[src/rtl/ifu_ctl.sv]
// Fetch sequencer: one imem transaction per instruction, decode handshake,
// and next-PC source selection into the ifu.
module ifu_ctl #(
  parameter int unsigned XLEN  = 32,
  parameter int unsigned TMO_W = 8
) (
  input  logic        clk_i,
  input  logic        rst_i,
  input  logic        run_i,
  output logic        imem_req_o,
  input  logic        imem_ack_i,
  input  logic        imem_err_i,
  input  logic [31:0] imem_rdata_i,
  output logic        inst_valid_o,
  output logic [31:0] inst_data_o,
  input  logic        inst_ready_i,
  input  logic        br_taken_i,
  input  logic        trap_i,
  output logic        pc_wr_en_o,
  output logic [1:0]  pc_wr_sel_o,
  output logic        pc_inc_sel_o,
  output logic        fetch_fault_o,
  output logic        busy_o
);

  localparam int unsigned ILEN = (XLEN > 32) ? 32 : XLEN;
  localparam logic [TMO_W-1:0] CNT_MAX = '1;

  localparam logic [1:0] SEL_SEQ  = 2'b00;
  localparam logic [1:0] SEL_ALU  = 2'b01;
  localparam logic [1:0] SEL_TRAP = 2'b10;

  typedef enum logic [2:0] {
    IDLE,
    REQ,
    ISSUE,
    UPDATE,
    FAULT
  } state_e;

  state_e           state_q;
  logic [TMO_W-1:0] cnt_q;
  logic [TMO_W-1:0] cnt_d;
  logic [ILEN-1:0]  data_q;
  logic [1:0]       sel_q;
  logic             inc_q;

  assign cnt_d = cnt_q + TMO_W'(1);

  always_ff @(posedge clk_i or posedge rst_i) begin
    if (rst_i) begin
      state_q <= IDLE;
      cnt_q   <= '0;
      data_q  <= '0;
      sel_q   <= SEL_SEQ;
      inc_q   <= 1'b0;
    end else begin
      unique case (state_q)
        IDLE: begin
          if (run_i) state_q <= REQ;
        end
        REQ: begin
          if (imem_ack_i) begin
            data_q  <= imem_rdata_i[ILEN-1:0];
            // Low bits other than 11 mark a 16-bit compressed instruction
            inc_q   <= (imem_rdata_i[1:0] != 2'b11);
            cnt_q   <= '0;
            state_q <= ISSUE;
          end else if (imem_err_i || cnt_d == CNT_MAX) begin
            cnt_q   <= '0;
            sel_q   <= SEL_TRAP;
            inc_q   <= 1'b0;
            state_q <= FAULT;
          end else begin
            cnt_q <= cnt_d;
          end
        end
        ISSUE: begin
          if (inst_ready_i) begin
            sel_q   <= trap_i     ? SEL_TRAP :
                       br_taken_i ? SEL_ALU  : SEL_SEQ;
            state_q <= UPDATE;
          end
        end
        UPDATE, FAULT: begin
          state_q <= run_i ? REQ : IDLE;
        end
        default: state_q <= IDLE;
      endcase
    end
  end

  assign imem_req_o    = (state_q == REQ);
  assign inst_valid_o  = (state_q == ISSUE);
  assign inst_data_o   = data_q;
  assign pc_wr_en_o    = (state_q == UPDATE) || (state_q == FAULT);
  assign pc_wr_sel_o   = sel_q;
  assign pc_inc_sel_o  = inc_q;
  assign fetch_fault_o = (state_q == FAULT);
  assign busy_o        = (state_q != IDLE);

endmodule

[config.mk]
export PLATFORM = sky130hd
export DESIGN_NAME = ifu_ctl
export DESIGN_NICKNAME = d
export VERILOG_FILES = /design/src/rtl/ifu_ctl.sv
export SDC_FILE = /design/constraint.sdc
export NUM_CORES = 1
export LEC_CHECK = 0
export BUFFER_PORTS_ARGS = -buffer_cell sky130_fd_sc_hd__buf_4
export CAP_MARGIN = 15
export CELL_PAD_IN_SITES_DETAIL_PLACEMENT = 0
export CELL_PAD_IN_SITES_GLOBAL_PLACEMENT = 2
export CORE_ASPECT_RATIO = 1.25
export CORE_MARGIN = 4
export CORE_UTILIZATION = 27
export DETAILED_ROUTE_END_ITERATION = 10
export PLACE_DENSITY = 0.89
export RECOVER_POWER = 50
export SETUP_SLACK_MARGIN = 0.1
export SKIP_LAST_GASP = 1
export SLEW_MARGIN = 15
export SYNTH_ARGS = -nofsm -noshare
export SYNTH_HDL_FRONTEND = slang
export SYNTH_SLANG_ARGS = --single-unit
[constraint.sdc]
create_clock -name clk_i -period 2.4 [get_ports clk_i]
set_input_delay 0.24 -clock clk_i [delete_from_list [all_inputs] [get_ports clk_i]]
set_output_delay 0.24 -clock clk_i [all_outputs]
set_load 0.01 [all_outputs]
# Yosys cells after proc, flatten, opt, wreduce, memory -nomap -nowiden
# Cells that the tools add are included.
[op_classes]
n_addsub = 1
eq_ne = 11
mux = 16
reduce_logical = 11
[ops]
columns = ["operator", "n"]
rows = [
  ["$mux 8", 2],
  ["$mux 3", 4],
  ["$pmux 3 s4", 1],
  ["$add 8x1->8 const B", 1],
  ["$eq 8x8->1 const B", 1],
  ["$mux 2", 4],
  ["$eq 3x2->1 const B", 2],
  ["$ne 2x2->1 const B", 3],
  ["$mux 1", 4],
  ["$ne 2x1->1 const B", 2],
  ["$pmux 2 s2", 1],
  ["$reduce_and 2->1", 2],
  ["$reduce_and 4->1", 1],
  ["$reduce_bool 2->1", 2],
  ["$eq 3x1->1 const B", 1],
  ["$eq 3x3->1 const B", 1],
  ["$logic_not 3->1", 1],
  ["$ne 3x1->1 const B", 1],
  ["$reduce_and 3->1", 1],
  ["$reduce_bool 3->1", 1],
  ["$logic_or 1x1->1", 2],
  ["$reduce_or 2->1", 1],
]
[word_totals]
ff_bits = 46
output_inout_bits = 40
word_cells = 44

# Depth between registers and ports, before layout
# Gate-level depths: netlist of the first run.
[depth]
ltp_word = 6
depth_mapped = 7
depth_no_buf = 7

# Worst setup path before layout of the first run
# No wires, ideal clock.
[synth_path]
path_kind = "reg-to-reg"
from = "register cnt_q[0]"
to = "register cnt_q[5]"
arrival_time_ns = 1.984
required_ns = 2.273
setup_slack_ns = 0.289
stages_incl_launch_ff = 8
path_buffers = 0
path_cell_list = "dfrtp_1 -> ha_1 -> nand3_1 -> or3b_2 -> a32oi_1 -> a41o_2 -> a2bb2oi_1 -> o31ai_1"
[synth_via]
elab_chain_len = 5
[synth_rtl]
columns = ["item", "line_no", "text"]
rows = [
  ["start, declared", "42", "logic [TMO_W-1:0] cnt_q;"],
  ["start signal, assigned", "75", "cnt_q <= cnt_d;"],
  ["$add 8x1->8 *", "48", "assign cnt_d = cnt_q + TMO_W'(1);"],
  ["$eq 8x8->1", "69", "end else if (imem_err_i || cnt_d == CNT_MAX) begin"],
  ["$logic_or 1x1->1", "69", ""],
  ["$mux 8 *", "69", ""],
  ["$mux 8 *", "63", "if (imem_ack_i) begin"],
]
# Mark *: on every way between the ends. The rest lies on a longest branch, timed or not.
# A chain may end at the register's enable or synchronous reset.

# Final worst setup path of the first run
[layout_path]
from = "register cnt_q[1]"
to = "register inc_q, in the netlist pc_inc_sel_o"
[layout_via]
elab_chain_len = 5
[layout_rtl]
columns = ["item", "line_no", "text"]
rows = [
  ["$add 8x1->8", "48", ""],
  ["$eq 8x8->1", "69", ""],
  ["$logic_or 1x1->1", "69", ""],
  ["$reduce_bool 2->1 (no source line)", "n/a", ""],
  ["$reduce_and 2->1 (no source line)", "n/a", ""],
  ["end signal, assigned", "66", "inc_q <= (imem_rdata_i[1:0] != 2'b11);"],
  ["end, declared", "46", "logic inc_q;"],
]
# Every way passes these cells.

==> results of run 1 <==
-- final cells by class --
cell class,count,area [um^2],area share (%)
clock buffers,6,72.6,2.59
repair buffers,93,574,20.5
well taps,92,115,4.11
multi-input cells,175,853,30.5
flip-flops and latches,46,1150,41.1
clock inverters,1,7.51,0.268
inverters,7,26.3,0.938
-- Yosys cell counts (all sizes together) --
| cell | number |
|---|---|
| or2 | 2 |
| a21boi | 1 |
| and4 | 1 |
| inv | 7 |
| nand3b | 2 |
| o31ai | 2 |
| clkbuf | 8 |
| a41o | 1 |
| dfrtp | 46 |
| a21o | 3 |
| nand3 | 5 |
| a21oi | 5 |
| nand4 | 1 |
| or3b | 1 |
| ha | 2 |
| o21bai | 2 |
| nor2 | 7 |
| nor3 | 1 |
| and3b | 1 |
| or3 | 5 |
| and3 | 1 |
| a2bb2oi | 2 |
| nor2b | 1 |
| and2 | 1 |
| xor2 | 1 |
| nand2b | 1 |
| or4b | 1 |
| mux2i | 1 |
| o2bb2ai | 2 |
| a32oi | 1 |
| buf | 1 |
| o21ai | 7 |
| o31a | 1 |
| o311ai | 1 |
| nand2 | 112 |
-- placed cells by master (no fill, tap or decap), types with 2 or more instances in the layout --
cell / instances
a21o_1: 3
o2bb2ai_1: 2
ha_1: 2
nand3b_1: 2
or3_1: 5
a21oi_1: 5
nor2_1: 6
o31ai_1: 2
o21ai_0: 6
buf_4: 53
clkbuf_1: 38
nand2_1: 112
o21bai_1: 2
inv_1: 7
nand3_1: 5
dfrtp_1: 45
clkbuf_8: 5
-- cell families (layout without fill, tap and decap cells) --
logic type	count (synthesis)	count (layout)	synth area share [%]
and+or+nand+nor	143	143	29.5
DFF	46	46	55.8
AOI/OAI and AO/OA	28	28	9.64
buffers and inverters	16	107	2.97
adders and majority gates	2	2	1.21
xor gates and xnor gates	1	1	0.425
muxes	1	1	0.485
-- critical path: cells and delay by family (launching register included) --
family	cells	cell delay, ns
fa+ha+maj	1	0.20
compound gates	3	0.69
flops	1	0.41
buf+inv	1	0.12
simple gates	3	0.66
-- repair_timing --
item / CTS / global route
endpoints found under the setup margin: 0 / 10
resized for setup: 0 / 1
buffers inserted: 0 / 5
hold buffers: 1 / 0
endpoints found under the hold margin: 19 / 0
-- final timing paths --
| check | from | end | slack, ns | cells after the start |
|---|---|---|---|---|
| worst max-delay path | cnt_q[1] | pc_inc_sel_o | 0.23 | 8 |
| worst min-delay path | imem_rdata_i[14] | inst_data_o[14] | 0.13 | 3 |
| worst max register to register | cnt_q[1] | pc_inc_sel_o | 0.23 | 8 |
| worst min register to register | inst_data_o[22] | inst_data_o[22] | 0.48 | 2 |
| max in group asynchronous | rst_i | inst_data_o[18] | 0.49 | 4 |
| min in group asynchronous | rst_i | state_q[1] | 0.65 | 3 |
-- flip-flops by register name (all words and copies together) (netlist names) --
name,cells
state_q,3
inst_data_o,32
pc_inc_sel_o,1
pc_wr_sel_o,2
cnt_q,8
-- power by group through the flow --
stage	registers (mW)	clock network (mW)	logic, mW
floorplan	1.41	0	0.577
global placement	1.33	0	1.37
detailed placement	1.34	0	1.39
CTS	1.33	0.481	1.39
global route	1.36	0.511	1.34
finish	1.31	0.454	1.17
-- layer usage --
metal | GRT usage (%) | vias up | routed length (um)
met5 | 0 | - | 0
met4 | 3.01 | 0 | 51
met3 | 3.28 | 5 | 322
met2 | 21.1 | 45 | 2740
met1 | 14.3 | 870 | 2240
li1 | - | 945 | -
-- stage by stage --
step                utilization (%)  worst slack (ns)  hold WS (ns)
floorplan                         -             0.289         0.313
global placement               37.8             0.213         0.284
detailed placement             37.8             0.175         0.284
CTS                            39.0             0.154         0.116
global route                   37.9             0.101         0.118
finish                         37.9             0.233         0.129
==> impl_metrics.yaml, run 1 <==
worst_setup_path:
  cpPeakStageDelay_ns: 0.48
  path_cells: "ha_1 > nand3_1 > or3b_2 > a32oi_1 > a41o_2 > buf_12 > nand2_1 > a21o_1"
  arrival_ns: 2.36
  crit_path_end_kind: "register"
  path_class: "register to register"
  startpoint_type: "register"
  required_ns: 2.59
  cp_slowest_cell: "or3b_2"
  path_max_fanout: 6
power_and_ir_drop:
  pwr-share-clk_pct: 15.5
  swShare_pct: 39.7
  switching_power_mw: 1.17
  peakVddDrop_v: 0.000360
  leakage_nw: 1.43
  p_comb_share_pct: 39.9
  power_mw: 2.93
  seq_power_share_pct: 44.7
  powerDensity_nw_per_um2: 1050
  intPower_mw: 1.77
timing:
  finalMaxSlewViolations: 0
  final.setup_skew_ns: 0.00665
  finalHoldViolCount: 0
  slew_headroom_pct: 40.6
  clock.fmax_ghz: 0.461
  rsz0062_at_grt: "false"
  worstMarginPinSlew_ns: 0.891
  finalSetupViolations: 0
  fin_crit_ns: 2.17
  timing.final.crit_share_pct: 90.3
  tns_ns: 0
synthesis:
  ys_warn_count: 0
  ys_seq_area_share_pct: 55.8
  synth_area_um2: 2060
  synth_top_cell_area_share_pct: 55.8
  synth_top_area_cell: "dfrtp_1"
  syn_nets: 279
  synth_seq_cells: 46
  synth_cell_types: 38
  syn_inst: 237
  avgSynthCellArea_um2: 8.71
  synth_area_leaders: "dfrtp_1 56%, nand2_1 20%, or3_1 1.5%, o21ai_0 1.5%, clkbuf_1 1.5%"
run_status:
  status: "complete, no violations"
global_route:
  grt_max_degree: 30
  track_usage_pct: 12.0
  grt_pass1_vias: 1868
  overflow: 0
  antenna_found_initial: 0
  grt_pass1_wl_um: 8760
clocking:
  clk_latency_ns: 0.29
  cts_tree: "yes"
  clock_sinks: 46
  root_buffer: "clkbuf_8"
  htreeDepth: 2
  clkSlewWorstSetupHoldPaths_ns: 0.09
  numCtsBuffers: 5
  cts.path.max_buffers: 2
drt:
  ant_nets: 0
  vias_per_cell: 4.44
  drtIter0Drc: 44
  remaining_drc_errors: 0
  wire_per_inst_um: 12.7
  dr.pass1.iters: 4
  wirelength_um: 5350
  via_count: 1865
layout:
  fill_cells: 806
  design_area_um2: 2800
  drive_gt1_share_pct: 21.3
  syn2layout_area_growth_pct: 35.8
  antenna_cells: 0
  final_cells: 420
  nets: 370
placed_design:
  hpwl_um: 4000
  gp_congestion: 0.826
  dp.cells: 407
  placed_cell_area_um2: 2800
  io_buffer_count: 79
floorplan:
  boundaryPins: 80
  core_area_um2: 7400
  die_w_um: 86.2
  die_h_um: 106
  initial_utilization_pct: 27.9
  rows: 35
  dieArea_um2: 9110
hold_path:
  min_path_type: "input port to register"
run:
  max-cap-violations: 0
Power figures use the tool's default switching activity.
==> inputs of run 2 (changes only) <==
- CELL_PAD_IN_SITES_GLOBAL_PLACEMENT: 2 -> 1
- CORE_UTILIZATION: 27 -> 35
- PLACE_DENSITY: 0.89 -> not set
- PLACE_DENSITY_LB_ADDON: not set -> 0.1
==> impl_metrics.yaml, run 2 (same netlist as run 1, synthesis figures left out) <==
floorplan:
  initial_utilization_pct: 35.9
  dieArea_um2: 7190
  rows: 31
  die_w_um: 76.7
  boundaryPins: 80
  die_h_um: 93.8
  core_area_um2: 5740
timing:
  finalHoldViolCount: 0
  finalWorstSetupSlack_ns: 0.280
  clock.fmax_ghz: 0.472
  finalMaxSlewViolations: 0
  finalSetupViolations: 0
  timing.final.crit_share_pct: 88.3
  slew_headroom_pct: 24.1
  tns_ns: 0
  rsz0062_at_grt: "false"
  fin_crit_ns: 2.12
  worstMarginPinSlew_ns: 1.14
  final.setup_skew_ns: 0.00398
power_and_ir_drop:
  powerDensity_nw_per_um2: 1080
  seq_power_share_pct: 43.2
  switching_power_mw: 1.16
  intPower_mw: 1.87
  peakVddDrop_v: 0.000453
  swShare_pct: 38.3
  pwr-share-clk_pct: 15.8
  p_comb_share_pct: 41.0
  leakage_nw: 1.46
drt:
  vias_per_cell: 4.77
  via_count: 1854
  drtIter0Drc: 84
  remaining_drc_errors: 0
  dr.pass1.iters: 4
  wire_per_inst_um: 13.4
  ant_nets: 0
  wirelength_um: 5210
layout:
  multi_input_area_um2: 871
  antenna_cells: 0
  final_common_cell: "nand2_1"
  largest_register_ffs: 32
  syn2layout_area_growth_pct: 35.3
  drive_gt1_share_pct: 25.7
  seqCellArea_um2: 1150
  design_area_um2: 2790
  nets: 364
  final_cells: 389
  fill_cells: 607
  most-common-layout-cells: "112 x nand2_1, 64 x buf_4, 45 x dfrtp_1"
  utilization_pct: 48.6
placed_design:
  dp_slack_ns: 0.182
  io_buffer_count: 79
  gp_congestion: 0.756
  hpwl_um: 3730
  dp.cells: 380
  placed_cell_area_um2: 2760
clocking:
  clk_latency_ns: 0.29
  clock_sinks: 46
  cts_tree: "yes"
  cts_hold_buf: 0
  numCtsBuffers: 5
  postCtsSetupRepairBufs: 0
  cts.path.max_buffers: 2
  htreeDepth: 2
  clkSlewWorstSetupHoldPaths_ns: 0.08
  root_buffer: "clkbuf_8"
worst_setup_path:
  arrival_ns: 2.29
  crit_start: "cnt_q[1]"
  path_class: "register to register"
  required_ns: 2.57
  startpoint_type: "register"
  worstReg2RegStart: "cnt_q[1]"
  crit_path_end_kind: "register"
  path_max_fanout: 8
global_route:
  grt_max_degree: 47
  grt_pass1_wl_um: 8590
  track_usage_pct: 14.9
  grt_pass1_vias: 1810
  antenna_found_initial: 0
  overflow: 0
hold_path:
  hp-start: "imem_rdata_i[13]"
  min_path_type: "input port to register"
run_status:
  status: "complete, no violations"
run:
  max-cap-violations: 0
[run 2: layout make-up]
type | count | area share [%]
flip-flops and latches | 46 | 41.3
multi-input cells | 176 | 31.2
repair buffers | 86 | 20.3
clock buffers | 7 | 3.09
well taps | 66 | 2.96
inverters | 7 | 0.941
clock inverters | 1 | 0.179
[run 2: worst paths after layout]
kind                            slack, ns  cells past startpoint         endpoint
worst max-delay path                 0.28                      6         cnt_q[5]
worst min-delay path                 0.13                      3  inst_data_o[13]
worst max register to register       0.28                      6         cnt_q[5]
worst min register to register       0.48                      2  inst_data_o[31]
max in group asynchronous            1.30                      3         cnt_q[1]
min in group asynchronous            0.32                      3   pc_wr_sel_o[0]
[run 2: repair_timing]
item / in CTS / in global routing
resized for setup: 0 / 2
setup endpoints to repair: 0 / 10
endpoints found under the hold margin: 0 / 0
[run 2: worst max-delay path, stage by stage (launching register included)]
cell	delay, ns
dfrtp_2	0.46
ha_1	0.22
or4b_1	0.52
a32oi_2	0.27
a41o_2	0.27
a2bb2oi_1	0.18
o31ai_1	0.09
[run 2: metrics by stage]
step	power, mW	hold WS, ns
3_5_place_dp	2.71	0.434
5_1_grt	3.30	0.120
4_1_cts	3.21	0.120
3_3_place_gp	2.70	0.429
6_report	3.02	0.132
2_1_floorplan	1.99	0.313
[run 2: metal layers]
metal	track usage, %	up-vias	share of wire (%)
met5	0	-	0
met4	5.29	0	0.58
met3	4.80	2	5.7
met2	24.6	48	50
met1	18.3	867	44
li1	-	937	-
[run 2: power groups by stage]
stage / sequential (mW) / combinational, mW / clock [mW]
final: 1.31 / 1.24 / 0.478
after global routing: 1.36 / 1.40 / 0.539
after CTS: 1.31 / 1.39 / 0.505
after detailed placement: 1.32 / 1.39 / 0
after global placement: 1.32 / 1.38 / 0
after floorplan: 1.41 / 0.577 / 0
==> inputs of run 3 (changes only) <==
- BUFFER_PORTS_ARGS: -buffer_cell sky130_fd_sc_hd__buf_4 -> not set
- CORE_UTILIZATION: 35 -> 44
- DONT_BUFFER_PORTS: not set -> 1
- RECOVER_POWER: 50 -> not set
==> impl_metrics.yaml, run 3 (same netlist as run 1, synthesis figures left out) <==
run_status:
  status: "complete, no violations"
placed_design:
  gp_congestion: 0.846
  io_buffer_count: 0
  hpwl_um: 3380
  dp.cells: 293
drt:
  ant_nets: 0
  highest_layer: "met4"
  drtIter0Drc: 77
  routed-wl-met2_um: 2360
  via_count: 1606
  wirelength_um: 4580
  wire_per_inst_um: 15.2
  vias_per_cell: 5.32
  dr_wl_met3_um: 357
  dr.pass1.iters: 4
  m1WireLength_um: 1800
  remaining_drc_errors: 0
worst_setup_path:
  path_class: "register to register"
  startpoint_type: "register"
  crit_path_end_kind: "register"
  rr_worst_depth: 7
  required_ns: 2.56
  path_max_fanout: 9
  arrival_ns: 2.33
power_and_ir_drop:
  leakage_nw: 1.16
  peakVddDrop_v: 0.000684
  swShare_pct: 40.2
  intPower_mw: 1.61
  p_comb_share_pct: 27.2
  switching_power_mw: 1.08
  pwr-share-clk_pct: 18.0
  seq_power_share_pct: 54.8
  powerDensity_nw_per_um2: 1190
timing:
  rsz0062_at_grt: "false"
  slew_headroom_pct: 37.6
  timing.final.crit_share_pct: 90.2
  tns_ns: 0
  finalHoldViolCount: 0
  final.setup_skew_ns: 0.00415
  finalSetupViolations: 0
  finalMaxSlewViolations: 0
  clock.fmax_ghz: 0.462
  worstMarginPinSlew_ns: 0.935
  fin_crit_ns: 2.16
clocking:
  clock_sinks: 46
  clkSlewWorstSetupHoldPaths_ns: 0.08
  numCtsBuffers: 5
  postCtsSetupRepairBufs: 0
  cts_tree: "yes"
  htreeDepth: 2
  root_buffer: "clkbuf_8"
  clk_latency_ns: 0.29
  cts.path.max_buffers: 2
layout:
  nets: 285
  drive_gt1_share_pct: 9.43
  most-common-layout-cells: "112 x nand2_1, 46 x dfrtp_1, 7 x buf_4"
  antenna_cells: 0
  final_cells: 302
  largest_register_ffs: 32
  final_common_cell: "nand2_1"
  syn2layout_area_growth_pct: 9.58
floorplan:
  core_area_um2: 4460
  boundaryPins: 80
  die_w_um: 69.3
  rows: 27
  dieArea_um2: 5860
  initial_utilization_pct: 46.3
  die_h_um: 84.6
global_route:
  overflow: 0
  antenna_found_initial: 0
  grt_pass1_vias: 1658
  grt_max_degree: 47
  grt_pass1_wl_um: 7840
  track_usage_pct: 16.3
run:
  max-cap-violations: 0
hold_path:
  min_path_type: "input port to asynchronous set/reset pin"
[run 3: what timing repair did]
item	4_1_cts	5_1_grt
hold buffers	0	1
endpoints found under the hold margin	0	1
resized for setup	0	0
endpoints found under the setup margin	0	1
[run 3: per-layer routing]
layer	vias up	global-route usage [%]
met4	0	6.39
met3	6	5.27
met1	759	19.3
met5	-	0
li1	783	-
met2	58	27.5
[run 3: path summary, 6_finish.rpt]
kind | from | end | slack [ns]
setup / recovery | cnt_q[0] | state_q[0] | 0.24
hold / removal | rst_i | inst_data_o[9] | 0.03
setup reg to reg | cnt_q[0] | state_q[0] | 0.24
hold reg to reg | cnt_q[7] | cnt_q[7] | 0.52
max in group asynchronous | rst_i | inst_data_o[8] | 1.79
min in group clk_i | imem_rdata_i[3] | inst_data_o[3] | 0.05
[run 3: through the flow]
step	worst slack (ns)	utilization [%]	hold slack (ns)	area, um^2	total power, mW
floorplan	0.289	-	0.313	2060	1.99
global placement	0.318	48.3	0.317	2160	2.20
detailed placement	0.236	48.3	0.320	2160	2.24
CTS	0.231	50.5	0.00169	2250	2.74
global route	0.107	50.7	0.0328	2260	2.92
finish	0.236	50.7	0.0333	2260	2.70
[run 3: cell type report]
class / count / area [um^2]
clock inverters: 1 / 8.76
inverters: 7 / 26.3
multi-input cells: 175 / 853
repair buffers: 8 / 62.6
fillers: 448 / 2200
clock buffers: 7 / 86.3
flip-flops and latches: 46 / 1150
well taps: 58 / 72.6
[run 3: worst max-delay path, cell delays in order (launching register included)]
cell      delay (ns)
dfrtp_1         0.36
ha_1            0.21
nand3_1         0.14
or3b_2          0.50
a32oi_1         0.23
a41o_2          0.32
or2_4           0.18
o311ai_1        0.09
[run 3: power groups by stage]
stage / clock network (mW) / registers [mW] / logic, mW
finish: 0.485 / 1.48 / 0.732
global route: 0.545 / 1.52 / 0.852
CTS: 0.508 / 1.49 / 0.742
detailed placement: 0 / 1.50 / 0.746
global placement: 0 / 1.49 / 0.707
floorplan: 0 / 1.41 / 0.577
